--- src/rtl/freq_div_prog.sv ---
// Programmable frequency divider and timebase: divided square clock, tick strobe,
// glitch-free divisor reload at period boundaries, and a free-running scan-control bus.
module freq_div_prog #(
    parameter int          CNT_W       = 27,
    parameter int unsigned DIV_DEFAULT = 67108863,
    parameter int          SCAN_TAP    = 15,
    parameter int          SCAN_W      = 2
) (
    input  logic              clk,
    input  logic              rst_n,
    input  logic              en,
    input  logic [CNT_W-1:0]  div_val,
    input  logic              div_load,
    output logic              clk_out,
    output logic              tick,
    output logic [SCAN_W-1:0] clk_ctl,
    output logic              load_pend
);

    localparam int PRE_W = SCAN_TAP + SCAN_W;
    localparam logic [CNT_W-1:0] DIV_RST = CNT_W'(DIV_DEFAULT);

    logic [CNT_W-1:0] cnt;
    logic [CNT_W-1:0] div_act;
    logic [CNT_W-1:0] div_shd;
    logic [PRE_W-1:0] prescaler;
    logic             term;

    // cnt never exceeds div_act, so the increment cannot wrap even at all-ones
    assign term    = en && (cnt == div_act);
    assign clk_ctl = prescaler[PRE_W-1:SCAN_TAP];

    always_ff @(posedge clk or negedge rst_n) begin
        if (!rst_n) begin
            cnt       <= '0;
            clk_out   <= 1'b0;
            tick      <= 1'b0;
            prescaler <= '0;
            div_act   <= DIV_RST;
            div_shd   <= DIV_RST;
            load_pend <= 1'b0;
        end else begin
            prescaler <= prescaler + PRE_W'(1);

            if (term) begin
                cnt     <= '0;
                clk_out <= ~clk_out;
                tick    <= 1'b1;
            end else begin
                if (en) begin
                    cnt <= cnt + CNT_W'(1);
                end
                tick <= 1'b0;
            end

            // div_act only moves on a terminal event, so every phase is whole
            if (term) begin
                if (div_load) begin
                    div_act   <= div_val;
                    div_shd   <= div_val;
                    load_pend <= 1'b0;
                end else if (load_pend) begin
                    div_act   <= div_shd;
                    load_pend <= 1'b0;
                end
            end else if (div_load) begin
                div_shd   <= div_val;
                load_pend <= 1'b1;
            end
        end
    end

endmodule

--- config.mk ---
export PLATFORM = sky130hd
export DESIGN_NAME = freq_div_prog
export DESIGN_NICKNAME = d
export VERILOG_FILES = /design/src/rtl/freq_div_prog.sv
export SDC_FILE = /design/constraint.sdc
export NUM_CORES = 1
export LEC_CHECK = 0
export BUFFER_PORTS_ARGS = -buffer_cell sky130_fd_sc_hd__buf_2
export CORE_ASPECT_RATIO = 0.5
export CORE_MARGIN = 5
export CORE_UTILIZATION = 40
export CTS_CLUSTER_SIZE = 24
export DETAILED_ROUTE_END_ITERATION = 10
export PLACE_DENSITY = 0.62
export SETUP_SLACK_MARGIN = 0.4
export SLEW_MARGIN = 20
export SYNTH_ARGS = -nofsm -noshare
export SYNTH_HDL_FRONTEND = slang
export SYNTH_SLANG_ARGS = --single-unit
export TNS_END_PERCENT = 10
--- constraint.sdc ---
create_clock -name clk -period 3 [get_ports clk]
set_clock_uncertainty 0.05 [all_clocks]
set_input_delay 0.6 -clock clk [delete_from_list [all_inputs] [get_ports clk]]
set_output_delay 0.6 -clock clk [all_outputs]
set_load 0.02 [all_outputs]
# Word-level counts from Yosys, hierarchy flattened
# Cells that the tools add are included.
dict set report word_totals {
  regBits 101
  inputBits 31
  output_inout_bits 5
  wordCells 23
}
dict set report classes {
  addsub 2
  n_eq_ne 1
  n_mux 7
  bitwise 1
  reduce_logical 5
}
# operator n
set ops {}
lappend ops {{$mux 27} 4}
lappend ops {{$add 27x1->27 const B} 1}
lappend ops {{$eq 27x27->1} 1}
lappend ops {{$add 17x1->17 const B} 1}
lappend ops {{$reduce_bool 2->1} 3}
lappend ops {{$mux 1} 3}
lappend ops {{$reduce_and 2->1} 1}
lappend ops {{$logic_and 1x1->1} 1}
lappend ops {{$not 1->1} 1}

# Longest topological paths before layout
# Gate-level depths: netlist of the first run.
dict set report depth {
  word_depth 3
  ltp_mapped 7
  ltp_nobuf 6
}

# Least setup slack after synthesis of the first run
# Ideal clock, no wire load.
dict set report synth_timing {
  path_type {input -> register}
  from {input div_load}
  to {register div_act[10]}
  setup_ns 0.082
  t_arrival_ns 1.907
  t_required_ns 2.868
  slack_ns 0.961
  path_stages 4
  n_path_buf 2
  cell_sequence {clkbuf_1 > clkbuf_1 > mux2_2 > mux2_4}
}
dict set report synth_between {
  elab_chain_cells 2
  elab_cells_between_ends 3
  cone_classes {mux (1); reduce/logical (2)}
}
# item line_no
set synth_lines {}
lappend synth_lines {{start: declaration} 13} ;# input logic div_load,
lappend synth_lines {{$reduce_bool 2->1 (no source line)} n/a}
lappend synth_lines {{$reduce_and 2->1 (no source line)} n/a}
lappend synth_lines {{end signal: assignment} 59} ;# div_act <= div_val;
lappend synth_lines {{end signal: assignment} 63} ;# div_act <= div_shd;
lappend synth_lines {{end: declaration} 24} ;# logic [CNT_W-1:0] div_act;
# Parallel ways exist; a longest one is shown, timed or not.
# A chain may end at the register's enable or synchronous reset.

# Worst setup path after layout of the first run
dict set report layout_timing {
  from {register div_act[10]}
  to {register div_act[14]}
}
dict set report layout_between {
  elab_chain_cells 3
}
# item line_no
set layout_lines {}
lappend layout_lines {{$eq 27x27->1} 30} ;# assign term = en && (cnt == div_act);
lappend layout_lines {{$logic_and 1x1->1} 30}
lappend layout_lines {{$reduce_and 2->1 (no source line)} n/a}
# Every way passes these cells.

==> results of run 1 <==
[placed cells by master, fill, tap and decap left out, drive strengths merged, types with 13 or more instances in the layout]
cell   synthesis  final
buf            9     40
dfrtp         49     49
dfstp         52     52
mux2          54     54
nand2         15     15
nand3         13     13
nand4         14     14
nor2          37     37
xnor2         53     53
xor2          15     15
[registers in the layout, indices dropped and copies added (netlist names)]
signal / count
clk_out: 1
cnt: 27
div_act: 27
load_pend: 1
div_shd: 27
prescaler: 17
tick: 1
[report_power, final]
group	leakage (uW)	switching, uW	internal [uW]
Clock	0.000153	500	731
Sequential	0.00119	174	1690
Combinational	0.000985	300	396
[layer usage]
metal  vias to the layer above  GRT usage (%)  part of all wire (%)
li1                       1281              -                     -
met4                         0          4.144                  0.88
met3                         6          3.745                   3.2
met5                         -              0                     0
met1                      1302          20.11                    54
met2                        35          18.42                    42
[stage by stage]
stage | utilization [%] | power, uW | area [um^2]
after detailed placement | 44.49 | 2588 | 4960
final | 47.32 | 3795 | 5275
after global routing | 47.32 | 4004 | 5275
after floorplan | - | 2389 | 4639
after global placement | 44.49 | 2578 | 4960
after CTS | 47.32 | 3850 | 5275
[area by class of cell]
type	count	share of cell area (%)
tap	145	3.439
multi-input combinational	234	36.55
clock inverter	6	1.637
timing repair buffer	40	4.317
sequential	101	49.15
clock buffer	10	4.341
inverter	8	0.5693
[kinds of logic after synthesis]
| group | Yosys count |
|---|---|
| AOI/OAI and AO/OA | 2 |
| xor gates and xnor gates | 68 |
| adders and majority gates | 2 |
| buffers and inverters | 22 |
| DFF | 101 |
| muxes | 54 |
| and+or+nand+nor | 108 |
[worst max-delay path: stages (launching register included)]
cell	delay, ns
sky130_fd_sc_hd__dfstp_2	0.54
sky130_fd_sc_hd__xnor2_1	0.14
sky130_fd_sc_hd__nand4_1	0.18
sky130_fd_sc_hd__nor4_4	0.37
sky130_fd_sc_hd__nand4b_4	0.28
sky130_fd_sc_hd__buf_4	0.34
sky130_fd_sc_hd__mux2_4	0.33
[worst min-delay path by stage]
stage	endpoint	slack (ns)	cells past startpoint
global route	prescaler[4]	0.27	1
CTS	prescaler[0]	0.23	1
floorplan	clk_out	0.25	0
global placement	clk_out	0.40	1
finish	prescaler[4]	0.22	1
detailed placement	clk_out	0.40	1
==> impl_summary.txt, run 1 <==
----------------------------------------------------
[Timing]
  Post-route worst hold slack ... 0.2181 ns
  Final setup violating endpoints ... 0
  Setup_tns ... 0 ns
  Final-report hold violation count ... 0
  Final period utilization ... 76.95%
  Setup repair after global routing missed its margin ... false
  Max Slew Vio Count ... 0
  Worst-Margin Slew ... 0.6102 ns
  Rel. slew slack ... 59.32%
  Clock period minus final worst setup slack ... 2.309 ns
  Final setup margin ... 0.6914 ns
  Peak clock frequency supported by timing ... 433.2 MHz

[Place]
  Place WS ... 0.7006 ns
  Placed Cells ... 528
  HPWL after DPL ... 5850 um
  GPL Wtd Cong ... 0.7734
  Port Buf Inserts ... 35

[Synthesis]
  Flops & latches, synth ... 101
  Leading cell types by count after synthesis ... 53 x sky130_fd_sc_hd__xnor2_1, 52 x sky130_fd_sc_hd__dfstp_2, 49 x sky130_fd_sc_hd__dfrtp_1
  Leading cell type by number of instances after synthesis ... sky130_fd_sc_hd__xnor2_1
  Sequential element share of the synthesized area ... 55.88%
  Asr flop ratio synth ... 100.0%
  Dominant combinational cell family by area after synthesis ... multiplexers
  Total nets after synthesis ... 390
  Cell types with the largest area share after synthesis ... sky130_fd_sc_hd__dfstp_2 29%, sky130_fd_sc_hd__dfrtp_1 26%, sky130_fd_sc_hd__xnor2_1 10%
  Area of the mapped netlist ... 0.004639 mm^2
  Number of distinct library cells after synthesis ... 28
  Number of synthesis warnings ... 0
  Post-synthesis share of cell area spent on full adders, half adders and majority gates ... 0.5394%
  Area share of and/or/nand/nor cells after synthesis ... 13.21%
  Commonest register cell after synthesis ... sky130_fd_sc_hd__dfstp_2
  Share of the synthesized area in the top cell type ... 29.45%
  Post-Synth XOR/XNOR Area ... 12.84%
  Multiplexer share of the synthesized area ... 14.72%
  Synthesized area divided by synthesized cell count ... 13.00 um^2
  Top cell type by total area after synthesis ... sky130_fd_sc_hd__dfstp_2
  Cell count after synthesis ... 357
  Fraction of the mapped netlist area in compound gates ... 0.2427%
  EDFF count, synth ... 0

[Routing]
  WL final ... 8399 um
  Detail-routed via count per cell ... 4.824
  Total number of vias ... 2624
  Violation count after the first detailed-routing iteration ... 109
  First-pass detailed-route iteration total ... 4
  Remaining antenna violation count ... 0
  Wire length per cell ... 15.44 um
  Number of remaining DRC errors ... 0

[Die]
  Core footprint ... 0.01115 mm^2
  Overall die area ... 0.01398 mm^2
  Vertical extent of the die ... 86.16 um
  Floorplan row count ... 27
  Die extent in x ... 162.3 um
  Initial Utilization ... 41.62%
  Boundary pin count ... 36

[Critical path]
  Reg-to-reg startpoint ... div_act[10]
  Type of the worst setup path ... reg2reg
  Timing endpoint of the critical path ... div_act[14]
  Reg-to-reg slack, setup ... 0.69 ns
  Required @ worst endpoint ... 3.22 ns
  Crit-path max FO ... 18
  Arrival time worst endpoint ... 2.53 ns
  Worst Reg-to-Reg Cells ... 6
  Critical Path Start ... div_act[10]
  Critical Path End Type ... flip-flop
  Kind of start point of the critical path ... flip-flop
  Reg-to-reg endpoint ... div_act[14]

[Global route]
  Largest net degree at the start of global routing ... 57
  Vias in the first global route ... 2768
  GRT Util Overall ... 13.34%
  First-pass GRT wire length ... 14500 um
  Initial antenna violation count ... 0
  Remaining global-route overflow ... 0

[Finish]
  Total number of nets in the final design ... 427
  Cell Count, Final, Fillers Out ... 544
  Ratio of cells with drive above 1 in the final layout ... 42.11%
  Area grow syn2layout ... 13.70%
  Antenna diode count ... 0
  FF+latch area ... 0.002592 mm^2
  Fill cells ... 1051
  Multi-input logic area ... 0.001928 mm^2

[Worst hold path]
  Class of the tightest hold or removal check ... in2async

[Clocking]
  Worst-case clock buffer depth ... 2
  Clock slew at reported path FFs ... 0.07 ns
  Post-CTS setup buffer count ... 0
  Clock tree from TritonCTS ... built
  Gates resized, CTS repair ... 0
  Inserted Clock Buffers ... 9
  # clock sinks ... 101
  CTS root buf ... sky130_fd_sc_hd__clkbuf_16
  Number of H-tree levels ... 3
  Clk_lat worst skew ... 0.34 ns
  Number of hold buffers added after cts ... 0

[Power and ir drop]
  Power density over the cells ... 719.4 mW/mm^2
  VDD IR-drop max ... 0.0003203 V
  Leakage Power ... 0.002333 uW

[Flow run]
  Maximum capacitance violations ... 0

[Status]
  Run status ... finished clean

----------------------------------------------------
(Power assumes the default switching activity.)
==> inputs of run 2 (changes only) <==
- clock period: 3 -> 2.4 ns (I/O delays scaled with it)
==> impl_summary.txt, run 2 (synthesized netlist as in run 1, its figures left out) <==
----------------------------------------------------
[Status]
  Run status ... finished clean

[Finish]
  Most frequent standard cell in the layout excluding fill and tap cells ... sky130_fd_sc_hd__xnor2_1
  Fill cells ... 1013
  Area grow syn2layout ... 14.70%
  Multi-input logic area ... 0.001929 mm^2
  FF+latch area ... 0.002592 mm^2
  Post-route cell area ... 0.005321 mm^2
  Top Registers ... cnt x27, div_act x27, div_shd x27
  Antenna diode count ... 0
  Total number of nets in the final design ... 432
  Commonest cells after routing, fill and taps aside ... 53 x sky130_fd_sc_hd__xnor2_1, 52 x sky130_fd_sc_hd__dfstp_2, 49 x sky130_fd_sc_hd__dfrtp_1, 37 x sky130_fd_sc_hd__nor2_1
  Ratio of cells with drive above 1 in the final layout ... 42.82%

[Clocking]
  Clock slew at reported path FFs ... 0.07 ns
  Clk_lat worst skew ... 0.34 ns
  Number of H-tree levels ... 3
  # clock sinks ... 101
  Clock tree from TritonCTS ... built
  Inserted Clock Buffers ... 9
  Post-CTS setup buffer count ... 0
  Number of hold buffers added after cts ... 0
  CTS root buf ... sky130_fd_sc_hd__clkbuf_16
  Worst-case clock buffer depth ... 2

[Routing]
  Remaining antenna violation count ... 0
  Violation count after the first detailed-routing iteration ... 87
  Total number of vias ... 2639
  WL final ... 8214 um
  Wire length per cell ... 14.96 um
  First-pass detailed-route iteration total ... 4
  Number of remaining DRC errors ... 0
  Detail-routed via count per cell ... 4.807

[Place]
  HPWL after DPL ... 5797 um
  Cell Area, Placed ... 0.004997 mm^2
  Port Buf Inserts ... 35
  GPL Wtd Cong ... 0.7724

[Critical path]
  Reg-to-reg endpoint ... div_act[10]
  Kind of start point of the critical path ... flip-flop
  Required @ worst endpoint ... 2.62 ns
  Arrival time worst endpoint ... 2.28 ns
  Crit-path max FO ... 16
  Type of the worst setup path ... reg2reg
  Reg-to-reg startpoint ... div_act[6]
  Worst Reg-to-Reg Cells ... 6
  Reg-to-reg slack, setup ... 0.34 ns
  Critical Path End Type ... flip-flop

[Die]
  Core footprint ... 0.01115 mm^2
  Initial Utilization ... 41.62%
  Die extent in x ... 162.3 um
  Overall die area ... 0.01398 mm^2
  Floorplan row count ... 27
  Vertical extent of the die ... 86.16 um
  Boundary pin count ... 36

[Global route]
  First-pass GRT wire length ... 14460 um
  Vias in the first global route ... 2799
  Initial antenna violation count ... 0
  Remaining global-route overflow ... 0
  GRT Util Overall ... 13.15%
  Largest net degree at the start of global routing ... 40

[Flow run]
  Maximum capacitance violations ... 0

[Timing]
  Max Slew Vio Count ... 0
  Rel. slew slack ... 66.00%
  Worst-Margin Slew ... 0.5100 ns
  Setup_tns ... 0 ns
  Setup repair after global routing missed its margin ... true
  Peak clock frequency supported by timing ... 486.4 MHz
  Final period utilization ... 85.66%
  Clock period minus final worst setup slack ... 2.056 ns
  Final setup violating endpoints ... 0
  Final-report hold violation count ... 0

[Power and ir drop]
  VDD IR-drop max ... 0.0004228 V
  Leakage Power ... 0.002361 uW
  Power density over the cells ... 893.4 mW/mm^2

[Worst hold path]
  Class of the tightest hold or removal check ... in2async

----------------------------------------------------
[run 2: critical path, cell delays in order (launching register included)]
cell and delay [ns]:
sky130_fd_sc_hd__dfstp_2 0.55, sky130_fd_sc_hd__xnor2_1 0.16, sky130_fd_sc_hd__nand4_1 0.18, sky130_fd_sc_hd__nor4_4 0.36
sky130_fd_sc_hd__nand4b_4 0.14, sky130_fd_sc_hd__buf_6 0.21, sky130_fd_sc_hd__mux2_4 0.32
[run 2: final cells by class]
| cell class | count | share of cell area (%) |
|---|---|---|
| Tap cell | 145 | 3.409 |
| Clock buffer | 11 | 4.373 |
| Sequential cell | 101 | 48.72 |
| Inverter | 8 | 0.5643 |
| Timing Repair Buffer | 45 | 5.126 |
| Multi-Input combinational cell | 234 | 36.26 |
| Clock inverter | 5 | 1.552 |
[run 2: metal layers]
metal  vias to the layer above  routed length [um]  GRT usage [%]
met2                        33                3418          19.14
met1                      1310                4423          18.66
met3                         9                 262          3.937
li1                       1287                   -              -
met5                         -                   0              0
met4                         0                 109          4.605
[run 2: stage by stage]
stage / hold slack [ns] / setup slack, ns / cells / util, % / total power [uW]
2_1_floorplan: 0.1344 / 0.4512 / 357 / - / 2986
3_3_place_gp: 0.4099 / 0.3180 / 533 / 44.83 / 3224
3_5_place_dp: 0.4101 / 0.3240 / 533 / 44.83 / 3239
4_1_cts: 0.06693 / 0.3566 / 549 / 47.70 / 4825
5_1_grt: 0.08979 / 0.2605 / 549 / 47.73 / 5015
6_report: 0.05827 / 0.3441 / 549 / 47.73 / 4754
[run 2: worst max-delay path by stage]
| stage | start | end | slack (ns) | cells after the start |
|---|---|---|---|---|
| after floorplan | div_act[21] | div_act[10] | 0.45 | 6 |
| after CTS | div_act[6] | div_act[26] | 0.36 | 6 |
| after global placement | en | cnt[17] | 0.32 | 6 |
| after global routing | div_act[6] | div_act[10] | 0.26 | 6 |
| final | div_act[6] | div_act[10] | 0.34 | 6 |
| after detailed placement | en | cnt[17] | 0.32 | 6 |
[run 2: repair_timing]
action | in CTS | in global routing
pin swaps | 0 | 1
cloned | 0 | 0
endpoints found under the setup margin | 46 | 52
resized for setup | 2 | 1
[run 2: power breakdown]
part           internal [uW]  total (uW)  switching [uW]  leakage (uW)
Combinational            497         874             378       0.00101
Sequential              2120        2330             216       0.00119
Clock                    920        1550             626      0.000155
